===== src/rtl/lsu_if.sv =====
// Pipeline and memory-side signals of the load/store unit, grouped for port connection.
// The LSU uses the slave modport; the EXU/WBU/memory side uses the master modport.
interface lsu_if #(
  parameter int CPU_WIDTH = 32
);
  logic [CPU_WIDTH-1:0] i_exu_res;
  logic [CPU_WIDTH-1:0] i_rs2;
  logic [3:0]           i_lsu_opt;
  logic                 i_pre_valid;
  logic                 o_pre_ready;

  logic                 o_post_valid;
  logic                 i_post_ready;
  logic [CPU_WIDTH-1:0] o_lsu_res;
  logic                 o_misalign;

  logic                 o_mem_valid;
  logic                 i_mem_ready;
  logic                 o_mem_wen;
  logic [CPU_WIDTH-1:0] o_mem_addr;
  logic [CPU_WIDTH-1:0] o_mem_wdata;
  logic [3:0]           o_mem_wmask;
  logic                 i_mem_rvalid;
  logic [CPU_WIDTH-1:0] i_mem_rdata;

  modport slave (
    input  i_exu_res, i_rs2, i_lsu_opt, i_pre_valid, i_post_ready,
    input  i_mem_ready, i_mem_rvalid, i_mem_rdata,
    output o_pre_ready, o_post_valid, o_lsu_res, o_misalign,
    output o_mem_valid, o_mem_wen, o_mem_addr, o_mem_wdata, o_mem_wmask
  );

  modport master (
    output i_exu_res, i_rs2, i_lsu_opt, i_pre_valid, i_post_ready,
    output i_mem_ready, i_mem_rvalid, i_mem_rdata,
    input  o_pre_ready, o_post_valid, o_lsu_res, o_misalign,
    input  o_mem_valid, o_mem_wen, o_mem_addr, o_mem_wdata, o_mem_wmask
  );
endinterface


===== src/rtl/lsu.sv =====
// Load/store unit: accepts one EXU op at a time, issues a single word-aligned memory
// request for loads/stores, and returns an extended load result or pass-through value.
//
// state  | meaning
// IDLE   | ready for a new op from EXU
// REQ    | memory request presented, waiting for i_mem_ready
// WAIT   | request accepted, waiting for i_mem_rvalid
// RESP   | result held for WBU until i_post_ready
module lsu #(
  parameter int CPU_WIDTH = 32
) (
  input  logic  i_clk,
  input  logic  i_rst_n,
  lsu_if.slave  bus
);

  localparam logic [3:0] OP_LB  = 4'b0001;
  localparam logic [3:0] OP_LH  = 4'b0010;
  localparam logic [3:0] OP_LW  = 4'b0011;
  localparam logic [3:0] OP_LBU = 4'b0100;
  localparam logic [3:0] OP_LHU = 4'b0101;
  localparam logic [3:0] OP_SB  = 4'b1001;
  localparam logic [3:0] OP_SH  = 4'b1010;
  localparam logic [3:0] OP_SW  = 4'b1011;

  typedef enum logic [1:0] {
    S_IDLE = 2'd0,
    S_REQ  = 2'd1,
    S_WAIT = 2'd2,
    S_RESP = 2'd3
  } state_e;

  state_e               state_q, state_d;
  logic [CPU_WIDTH-1:0] addr_q, addr_d;
  logic [CPU_WIDTH-1:0] rs2_q, rs2_d;
  logic [CPU_WIDTH-1:0] res_q, res_d;
  logic [3:0]           opt_q, opt_d;
  logic                 mis_q, mis_d;

  logic                 in_mem;
  logic                 in_mis;
  logic [7:0]           byte_sel;
  logic [15:0]          half_sel;
  logic [CPU_WIDTH-1:0] rd_res;
  logic [CPU_WIDTH-1:0] wdata;
  logic [3:0]           wmask;
  logic                 is_store;

  // Classify the op being offered; unknown codes fall through as NOP.
  always_comb begin
    in_mem = 1'b0;
    in_mis = 1'b0;
    case (bus.i_lsu_opt)
      OP_LB, OP_LBU, OP_SB: in_mem = 1'b1;
      OP_LH, OP_LHU, OP_SH: begin
        in_mem = 1'b1;
        in_mis = bus.i_exu_res[0];
      end
      OP_LW, OP_SW: begin
        in_mem = 1'b1;
        in_mis = |bus.i_exu_res[1:0];
      end
      default: ;
    endcase
  end

  always_comb begin
    byte_sel = bus.i_mem_rdata[{addr_q[1:0], 3'b000} +: 8];
    half_sel = bus.i_mem_rdata[{addr_q[1], 4'b0000} +: 16];
    rd_res   = '0;
    wdata    = '0;
    wmask    = 4'b0000;
    is_store = 1'b0;
    case (opt_q)
      OP_LB:  rd_res = {{24{byte_sel[7]}}, byte_sel};
      OP_LH:  rd_res = {{16{half_sel[15]}}, half_sel};
      OP_LW:  rd_res = bus.i_mem_rdata;
      OP_LBU: rd_res = {24'h0, byte_sel};
      OP_LHU: rd_res = {16'h0, half_sel};
      OP_SB: begin
        is_store = 1'b1;
        wdata    = {4{rs2_q[7:0]}};
        wmask    = 4'b0001 << addr_q[1:0];
      end
      OP_SH: begin
        is_store = 1'b1;
        wdata    = {2{rs2_q[15:0]}};
        wmask    = 4'b0011 << addr_q[1:0];
      end
      OP_SW: begin
        is_store = 1'b1;
        wdata    = rs2_q;
        wmask    = 4'b1111;
      end
      default: ;
    endcase
  end

  always_comb begin
    state_d = state_q;
    addr_d  = addr_q;
    rs2_d   = rs2_q;
    opt_d   = opt_q;
    res_d   = res_q;
    mis_d   = mis_q;
    case (state_q)
      S_IDLE: begin
        if (bus.i_pre_valid) begin
          addr_d = bus.i_exu_res;
          rs2_d  = bus.i_rs2;
          opt_d  = bus.i_lsu_opt;
          res_d  = '0;
          mis_d  = 1'b0;
          if (!in_mem) begin
            res_d   = bus.i_exu_res;
            state_d = S_RESP;
          end else if (in_mis) begin
            mis_d   = 1'b1;
            state_d = S_RESP;
          end else begin
            state_d = S_REQ;
          end
        end
      end
      S_REQ: begin
        if (bus.i_mem_ready) state_d = S_WAIT;
      end
      S_WAIT: begin
        if (bus.i_mem_rvalid) begin
          res_d   = rd_res;
          state_d = S_RESP;
        end
      end
      S_RESP: begin
        if (bus.i_post_ready) state_d = S_IDLE;
      end
      default: state_d = S_IDLE;
    endcase
  end

  always_ff @(posedge i_clk or negedge i_rst_n) begin
    if (!i_rst_n) begin
      state_q <= S_IDLE;
      addr_q  <= '0;
      rs2_q   <= '0;
      res_q   <= '0;
      opt_q   <= 4'b0000;
      mis_q   <= 1'b0;
    end else begin
      state_q <= state_d;
      addr_q  <= addr_d;
      rs2_q   <= rs2_d;
      res_q   <= res_d;
      opt_q   <= opt_d;
      mis_q   <= mis_d;
    end
  end

  assign bus.o_pre_ready  = (state_q == S_IDLE);
  assign bus.o_mem_valid  = (state_q == S_REQ);
  assign bus.o_post_valid = (state_q == S_RESP);
  assign bus.o_lsu_res    = res_q;
  assign bus.o_misalign   = mis_q;
  assign bus.o_mem_wen    = is_store;
  assign bus.o_mem_addr   = {addr_q[CPU_WIDTH-1:2], 2'b00};
  assign bus.o_mem_wdata  = wdata;
  assign bus.o_mem_wmask  = wmask;

endmodule


===== src/flat_wrapper.sv =====
// flat-port wrapper written by rule: the top's interface ports become plain ports
module lsu_flat 
#(
  parameter int CPU_WIDTH = 32
)
  (i_clk, i_rst_n, bus_i_exu_res, bus_i_rs2, bus_i_lsu_opt, bus_i_pre_valid, bus_i_post_ready, bus_i_mem_ready, bus_i_mem_rvalid, bus_i_mem_rdata, bus_o_pre_ready, bus_o_post_valid, bus_o_lsu_res, bus_o_misalign, bus_o_mem_valid, bus_o_mem_wen, bus_o_mem_addr, bus_o_mem_wdata, bus_o_mem_wmask);
  lsu_if #(.CPU_WIDTH(CPU_WIDTH)) bus_i ();
  input  logic i_clk;
  input  logic i_rst_n;
  input wire logic [$bits(bus_i.i_exu_res)-1:0] bus_i_exu_res;
  input wire logic [$bits(bus_i.i_rs2)-1:0] bus_i_rs2;
  input wire logic [$bits(bus_i.i_lsu_opt)-1:0] bus_i_lsu_opt;
  input wire logic [$bits(bus_i.i_pre_valid)-1:0] bus_i_pre_valid;
  input wire logic [$bits(bus_i.i_post_ready)-1:0] bus_i_post_ready;
  input wire logic [$bits(bus_i.i_mem_ready)-1:0] bus_i_mem_ready;
  input wire logic [$bits(bus_i.i_mem_rvalid)-1:0] bus_i_mem_rvalid;
  input wire logic [$bits(bus_i.i_mem_rdata)-1:0] bus_i_mem_rdata;
  output wire logic [$bits(bus_i.o_pre_ready)-1:0] bus_o_pre_ready;
  output wire logic [$bits(bus_i.o_post_valid)-1:0] bus_o_post_valid;
  output wire logic [$bits(bus_i.o_lsu_res)-1:0] bus_o_lsu_res;
  output wire logic [$bits(bus_i.o_misalign)-1:0] bus_o_misalign;
  output wire logic [$bits(bus_i.o_mem_valid)-1:0] bus_o_mem_valid;
  output wire logic [$bits(bus_i.o_mem_wen)-1:0] bus_o_mem_wen;
  output wire logic [$bits(bus_i.o_mem_addr)-1:0] bus_o_mem_addr;
  output wire logic [$bits(bus_i.o_mem_wdata)-1:0] bus_o_mem_wdata;
  output wire logic [$bits(bus_i.o_mem_wmask)-1:0] bus_o_mem_wmask;
  assign bus_i.i_exu_res = bus_i_exu_res;
  assign bus_i.i_rs2 = bus_i_rs2;
  assign bus_i.i_lsu_opt = bus_i_lsu_opt;
  assign bus_i.i_pre_valid = bus_i_pre_valid;
  assign bus_i.i_post_ready = bus_i_post_ready;
  assign bus_i.i_mem_ready = bus_i_mem_ready;
  assign bus_i.i_mem_rvalid = bus_i_mem_rvalid;
  assign bus_i.i_mem_rdata = bus_i_mem_rdata;
  assign bus_o_pre_ready = bus_i.o_pre_ready;
  assign bus_o_post_valid = bus_i.o_post_valid;
  assign bus_o_lsu_res = bus_i.o_lsu_res;
  assign bus_o_misalign = bus_i.o_misalign;
  assign bus_o_mem_valid = bus_i.o_mem_valid;
  assign bus_o_mem_wen = bus_i.o_mem_wen;
  assign bus_o_mem_addr = bus_i.o_mem_addr;
  assign bus_o_mem_wdata = bus_i.o_mem_wdata;
  assign bus_o_mem_wmask = bus_i.o_mem_wmask;
  lsu #(.CPU_WIDTH(CPU_WIDTH)) u_core (.i_clk(i_clk), .i_rst_n(i_rst_n), .bus(bus_i));
endmodule

===== config.mk =====
export PLATFORM = sky130hd
export DESIGN_NAME = lsu_flat
export DESIGN_NICKNAME = d
export VERILOG_FILES = /design/src/rtl/lsu_if.sv /design/src/rtl/lsu.sv /design/src/flat_wrapper.sv
export SDC_FILE = /design/constraint.sdc
export NUM_CORES = 1
export LEC_CHECK = 0
export CAP_MARGIN = 5
export CORE_MARGIN = 5
export CORE_UTILIZATION = 43
export CTS_BUF_LIST = sky130_fd_sc_hd__clkbuf_4 sky130_fd_sc_hd__clkbuf_8
export CTS_CLUSTER_DIAMETER = 120
export DETAILED_ROUTE_END_ITERATION = 10
export PLACE_DENSITY = 0.78
export SKIP_CTS_REPAIR_TIMING = 1
export SLEW_MARGIN = 20
export SYNTH_ARGS = -nofsm -noshare
export SYNTH_HDL_FRONTEND = slang
export SYNTH_SLANG_ARGS = --single-unit

===== constraint.sdc =====
create_clock -name i_clk -period 2.7 [get_ports i_clk]
set_input_delay 0.54 -clock i_clk [delete_from_list [all_inputs] [get_ports i_clk]]
set_output_delay 0.54 -clock i_clk [all_outputs]
set_load 0.02 [all_outputs]

==> results of run 1 <==
## final timing paths
kind	end	startpoint	depth (start not counted)	slack, ns
max	bus_o_mem_wdata[22]	u_core.opt_q[0]	5	0.09
min	u_core.addr_q[26]	i_rst_n	1	0.21
max reg2reg	u_core.bus.o_lsu_res[1]	u_core.state_q[0]	7	0.41
min reg2reg	u_core.bus.o_misalign	u_core.bus.o_misalign	2	0.50
max in group asynchronous	u_core.rs2_q[26]	i_rst_n	2	1.76
min in group i_clk	u_core.bus.o_misalign	u_core.bus.o_misalign	2	0.50
## synth_stat cells, types with 8 or more instances
master,number
dfrtp_1,103
mux2_2,85
a21oi_1,58
nand2_1,52
a221o_1,33
buf_4,33
clkbuf_1,20
and3_1,18
nor2b_1,14
buf_1,11
and2_1,10
nand2b_1,10
nand3_1,10
mux4_2,8
nor2_1,8
o22ai_1,8
## kinds of logic (layout without fill, tap and decap cells)
logic type / count (synthesis) / after routing / synth area share (%)
AOI/OAI and AO/OA: 121 / 121 / 14.8
xor gates and xnor gates: 1 / 1 / 0.151
adders and majority gates: 4 / 4 / 0.862
buffers and inverters: 80 / 255 / 7.74
DFF: 103 / 103 / 44.4
muxes: 95 / 95 / 19.9
other: 1 / 2 / 0.0646
and+or+nand+nor: 135 / 135 / 12.0
## sequential cells by signal, summed over array words and instances (netlist names)
register	cells
u_core.bus.o_misalign	1
u_core.rs2_q	32
u_core.bus.o_lsu_res	32
u_core.opt_q	4
u_core.addr_q	32
u_core.state_q	2
## where the power goes
| group | total, mW | switching [mW] | internal [mW] | leakage, nW |
|---|---|---|---|---|
| Combinational | 6.14 | 3.14 | 3.00 | 2.54 |
| Sequential | 2.86 | 0.522 | 2.33 | 1.26 |
| Clock | 0.948 | 0.596 | 0.352 | 0.0912 |
## layout make-up
type | instances | area [sq um]
Tap cell | 176 | 220
Clock inverter | 7 | 60.1
Timing Repair Buffer | 233 | 2410
Multi-Input combinational cell | 358 | 2790
Clock buffer | 9 | 124
Inverter | 6 | 22.5
Fill cell | 1083 | 5030
Sequential cell | 103 | 2580
## placed cells by master, fill, tap and decap left out, types with 5 or more instances in the layout
cell type,count
clkdlybuf4s50_1,176
nand2b_1,10
o22ai_1,8
mux2_2,85
buf_4,20
nor2b_1,14
and2_1,10
o21ai_0,5
nand2_1,51
nand3_1,10
nor2_1,8
dlymetal6s2s_1,31
a2111oi_0,7
inv_1,6
buf_12,5
mux4_2,8
and3_1,18
dfrtp_1,102
clkbuf_8,9
a221o_1,33
a21oi_1,58
## layer usage
| layer | global-route usage, % | vias to the layer above | routed length (microns) |
|---|---|---|---|
| li1 | - | 2290 | - |
| met4 | 8.26 | 0 | 491 |
| met1 | 31.0 | 2519 | 7620 |
| met2 | 38.5 | 325 | 9090 |
| met3 | 7.11 | 39 | 2090 |
| met5 | 0 | - | 0 |
## per-stage QoR
step           cells  TNS, ns  hold WS [ns]
2_1_floorplan    541        0         0.244
3_3_place_gp     876        0         0.483
3_5_place_dp     876        0         0.487
4_1_cts          892   -0.130         0.210
5_1_grt          892  -0.0437         0.243
6_report         892        0         0.207
==> out/results.txt, run 1 <==
The count of final setup violators was 0. The area overhead of the layout relative to synthesis is 41.5%, and the maximum clock path buffer count is 2. The logs give 62.0% for the core occupancy in the finished layout and 2.07 ns for the arrival time at the worst endpoint. Sequential elements use 44.4% of the synthesized area. The synthesized design contains 0 enable-type register cells. The total via count in the routed design is 5173, and the overall die area is 0.0159 sq mm. The logs give 3.89 nW for the leakage power summed over all cells and 0 for the total count of max-transition violations in the final report.

The run gives 55 as the pin count of the biggest net entering global routing. Final weighted congestion in routability-driven placement: 0.913. The remaining max-slew budget at the tightest pin was 50.6%.

The first TritonRoute pass finished after 5 iterations. STA puts the critical path data required time at 2.16 ns. The chip height is 126 microns, and the pin slew with the least headroom to its limit is 0.741 ns. The later pin in the worst-skew pair is clocked with a latency of 0.39 ns.

Setup slack closes at 0.0886 ns. The post-route antenna net violation count came out at 0. Once the floorplan was initialized, standard cells occupied 43.8% of the core. The worst hold path belongs to the class primary input to async pin.

Walking the worst path, the cells encountered are buf_6, mux2_2, nand2_1, a21oi_1, clkdlybuf4s50_1. After clock tree synthesis, the clock-pin slew on the worst setup and hold paths is 0.11 ns. In this run, the number of DRC markers left after iteration 0 of detailed routing was 471. The part of the cycle the worst path needs was 96.7%; the post-place instance area was 0.00794 sq mm. The largest fanout on the critical path was 19; the clock sink count was 103. The cell area that synthesis handed to floorplanning was 0.00580 sq mm. The H-tree was split into 3 levels. Power comes to 9.94 mW. The classification of the worst setup path was flip-flop to primary output.

The core region is 0.0132 sq mm. STA classifies the critical path endpoint as a primary output. The CTS root buffer is clkbuf_8.

For the finished layout, the period the worst path requires is 2.61 ns. Synthesis handed over a netlist of 540 instances. Power spread over the standard cell area amounts to 1210 mW/mm^2. The library cell with the largest summed area after synthesis is dfrtp_1. The net count of the finished layout is 821.

The logs give 0 for the number of antenna violations at the first check in global routing and 5414 for the number of global-route vias before repair. After synthesis, the mean cell area works out to 10.7 sq um. The tools report the worst voltage drop across the vdd grid as 0.527 mV. By area the synthesized netlist is led by dfrtp_1 44%, mux2_2 16%, a221o_1 5.7%, a21oi_1 5.0%, buf_4 4.3%.

For this run, asynchronously set or reset flops after synthesis account for 100%. The top-level I/O count came out at 211. The row count is 42. The die is 126 microns wide. In the global route stage, overall resource usage came out at 24.0%. TritonCTS built the clock tree. In this run the tool buffered the top-level ports with 208 buffer cells. The run finished with clean final reports. The repair_antennas step left the layout with diodes totalling 0. The top-area cell type share of the netlist area came out at 44.4%. For the worst-case setup slack after placement, the log shows 0.136 ns.

Buffers inserted during clock tree synthesis total 9. The critical path contains buffers and inverters numbering 2 combined. With fillers left out, the area of the finished cells amounts to 0.00821 sq mm.

Once detailed placement completed, the half-perimeter wirelength came to 14400 microns. In this run, distinct cell masters in the synthesized netlist total 43. In the routed layout, each cell is associated on average with a via count of 5.80.

Synthesis inferred 103 register bits. Gate family responsible for the most delay along the worst path: buffers and inverters. Among all flip-flop cells after synthesis, the most frequent one is dfrtp_1. In the routed design, unresolved DRC markers number 0. Summed over all layers, the routed wires come to 19300 microns. Overflow left after global routing: 0. The first global-routing pass estimated 30200 microns of wire.

The slowest stage of the critical path belongs to the cell clkdlybuf4s50_1. The final hold violation count came out at 0. The largest stage delay on the critical path is 0.64 ns.

Number of warnings issued by yosys: 0. The final routed wire length divided by cell count is 21.6 microns, and the number of max-cap violations is 0. The share of final-layout standard cells stronger than drive strength 1 was 19.8%.

Maximum clock frequency: 383 MHz. The worst setup path is launched from a flip-flop. Largest clock skew in the final design: 0.0121 ns.
(Power assumes the default switching activity.)
==> run 2, diff against run 1 <==
--- a/config.mk
+++ b/config.mk
@@ -17,3 +17,4 @@
 export SYNTH_ARGS = -nofsm -noshare
 export SYNTH_HDL_FRONTEND = slang
 export SYNTH_SLANG_ARGS = --single-unit
+export TNS_END_PERCENT = 30
==> run 2 against run 1 <==
  * Non-clock buffer count unchanged
  * Sequential power about the same
  * Register-to-register slack better by 0.03 ns
==> out/results.txt, run 2 (synthesis results as in run 1) <==
The combined global-route utilization of all metal layers is 24.0% (unchanged). For the overflow left after global routing, the log shows 0 (unchanged). The final routed wire length divided by cell count is 21.6 microns (-0.25%). The run gives 103 (unchanged) as the clock sink count. The initial core utilization is 43.8% (unchanged), and the power density relative to cell area is 1210 mW/mm^2 (about the same). The final net count is 821 (unchanged). The number of fill cells in the layout came out at 1086 (+0.28%).

The largest stage delay on the critical path is 0.57 ns (-0.07 ns). For the count of final setup violators, the log shows 0 (unchanged). The number of antenna violations at the first check in global routing was 0 (unchanged). The tools report the global-route track usage on met1 as 31.0% (unchanged).

The launch point of the critical path was u_core.opt_q[0]. The pin slew with the least headroom to its limit is 0.741 ns (+0.000594 ns), and the overall die area is 0.0159 sq mm (unchanged). The tools report the first-pass GRT wire length as 30200 microns (unchanged).

TritonCTS built the clock tree. The tools report the HPWL reported at the end of detailed placement as 14400 microns (unchanged). The global routing usage on met2 is 38.5% (unchanged). The number of max-cap violations is 0 (unchanged), and the combined buffer and inverter count along the critical path is 2 (unchanged). The tools report the sequential cell area as 0.00258 sq mm (unchanged).

In this run the worst hold path is classified as primary input to async pin. The clock transition at the registers of the reported paths is 0.11 ns (about the same), and the data required time of the worst path is 2.16 ns (about the same). The largest fanout on the critical path came out at 19 (unchanged). The post-route minimum period is 2.66 ns (+0.0443 ns). The tools report the arrival time at the worst endpoint as 2.12 ns (+0.05 ns). The horizontal die dimension was 126 microns (unchanged); the final hold slack was 0.201 ns (-0.00570 ns). The tools report the met3 demand-to-capacity share in global routing as 7.11% (unchanged).

The aggregate negative setup slack was 0 ns (unchanged); the remaining max-slew budget at the tightest pin was 50.6% (about the same). Setup repair after global routing could not meet its margin everywhere. The tools report the placeable core region as 0.0132 sq mm (unchanged). For the maximum clock path buffer count, the log shows 2 (unchanged).

The critical path goes through buf_4, mux2_2, nand2_1, a21oi_1, clkdlybuf4s50_1. The total CTS buffers was 9 (unchanged); the clock insertion delay at the later pin of the skew report was 0.39 ns (about the same). The number of global-route vias before repair was 5414 (unchanged); the number of vias per cell after detailed routing was 5.80 (about the same). Maximum clock frequency: 377 MHz (-1.7%). The chip height works out to 126 microns (unchanged). The run finished with clean final reports.

The post-route antenna net violation count was 0 (unchanged). The pin count of the biggest net entering global routing is 55 (unchanged). For the final wirelength, the log shows 19200 microns (-0.25%).

The logs give 0.00279 sq mm (unchanged) for the area taken by multi-input logic gates and 0.136 ns (unchanged) for the worst-case setup slack after placement. The gate family responsible for the most delay along the worst path is buffers and inverters. Number of buffers inserted by port buffering: 208 (unchanged). The H-tree depth was 3 (unchanged).

By startpoint and endpoint, the worst setup path is classified as flip-flop to primary output. The sort of element at the start of the critical path was a flip-flop. For the leakage power summed over all cells, the log shows 3.79 nW (-2.7%). The number of iterations in the first detailed-routing pass came out at 5 (unchanged). The tools report the final weighted congestion in routability-driven placement as 0.913 (unchanged). For the largest clock skew in the final design, the log shows 0.0127 ns (+0.000671 ns).

The share of final-layout standard cells stronger than drive strength 1 works out to 19.8% (unchanged). met2 is the most crowded layer. Kind of end point of the critical path: a primary output.

The run gives 0.0443 ns (-0.0443 ns) as the final worst slack. The final hold violation count was 0 (unchanged); the area overhead of the layout relative to synthesis was 41.2%. Leaving out fill and tap cells, the most frequent cell in the layout is clkdlybuf4s50_1. For the number of diodes added for antenna fixing, the log shows 0 (unchanged). The top-level I/O count came out at 211 (unchanged). The core occupancy in the finished layout came out at 61.9% (-0.14 points).

The tools report the total power consumption of the routed design as 9.92 mW (-0.17%). The logs give 0 (unchanged) for the total count of max-transition violations in the final report and 5175 (+0.039%) for the total via count in the routed design. The post-route DRC violation count was 0 (unchanged). Row count: 42 (unchanged). Part of the cycle the worst path needs: 98.4% (+1.6 points). In the layout the commonest cells are 182 x clkdlybuf4s50_1, 102 x dfrtp_1, 85 x mux2_2. The worst voltage drop across the vdd grid is 0.504 mV (-4.5%). The initial detailed-routing violation count was 466 (-1.1%). Clock tree synthesis selected as its root buffer the cell clkbuf_8.

In this run the critical register-to-register path is launched from u_core.state_q[0]. The largest individual stage delay along the critical path comes from the cell clkdlybuf4s50_1.
-- run 2: changes by cell type in the layout (fill, tap and decap cells not counted), sizes merged --
cell           before  now
clkdlybuf4s50     176  182
dlymetal6s2s       31   25
-- run 2: layout make-up --
type                       count  share of cell area (%)
clock buffer                   9                    1.51
inverter                       6                   0.275
tap                          176                    2.69
clock inverter                 7                   0.733
sequential                   103                    31.5
multi-input combinational    358                    34.1
timing repair buffer         233                    29.2
-- run 2: metal layers --
metal,up-vias,routed length (microns)
met4,0,483
met3,36,2200
li1,2290,-
met1,2500,7450
met5,-,0
met2,349,9120
-- run 2: path summary, 6_finish.rpt --
check	to	slack [ns]	depth (start not counted)
setup / recovery	bus_o_mem_wdata[18]	0.04	5
hold / removal	u_core.addr_q[18]	0.20	1
setup reg to reg	u_core.bus.o_lsu_res[1]	0.44	7
hold reg to reg	u_core.bus.o_misalign	0.50	2
max in group asynchronous	u_core.rs2_q[26]	1.76	2
min in group i_clk	u_core.bus.o_misalign	0.50	2
-- run 2: stage by stage --
step | cell area (sq um) | std cells
floorplan | 5810 | 541
global placement | 7940 | 876
detailed placement | 7940 | 876
CTS | 8130 | 892
global route | 8190 | 892
finish | 8190 | 892
-- run 2: where the power goes --
part           switching (mW)  internal, mW  leakage [nW]
Combinational            3.13          3.00          2.43
Sequential              0.519          2.33          1.26
Clock                   0.590         0.352        0.0912
Total                    4.24          5.69          3.79
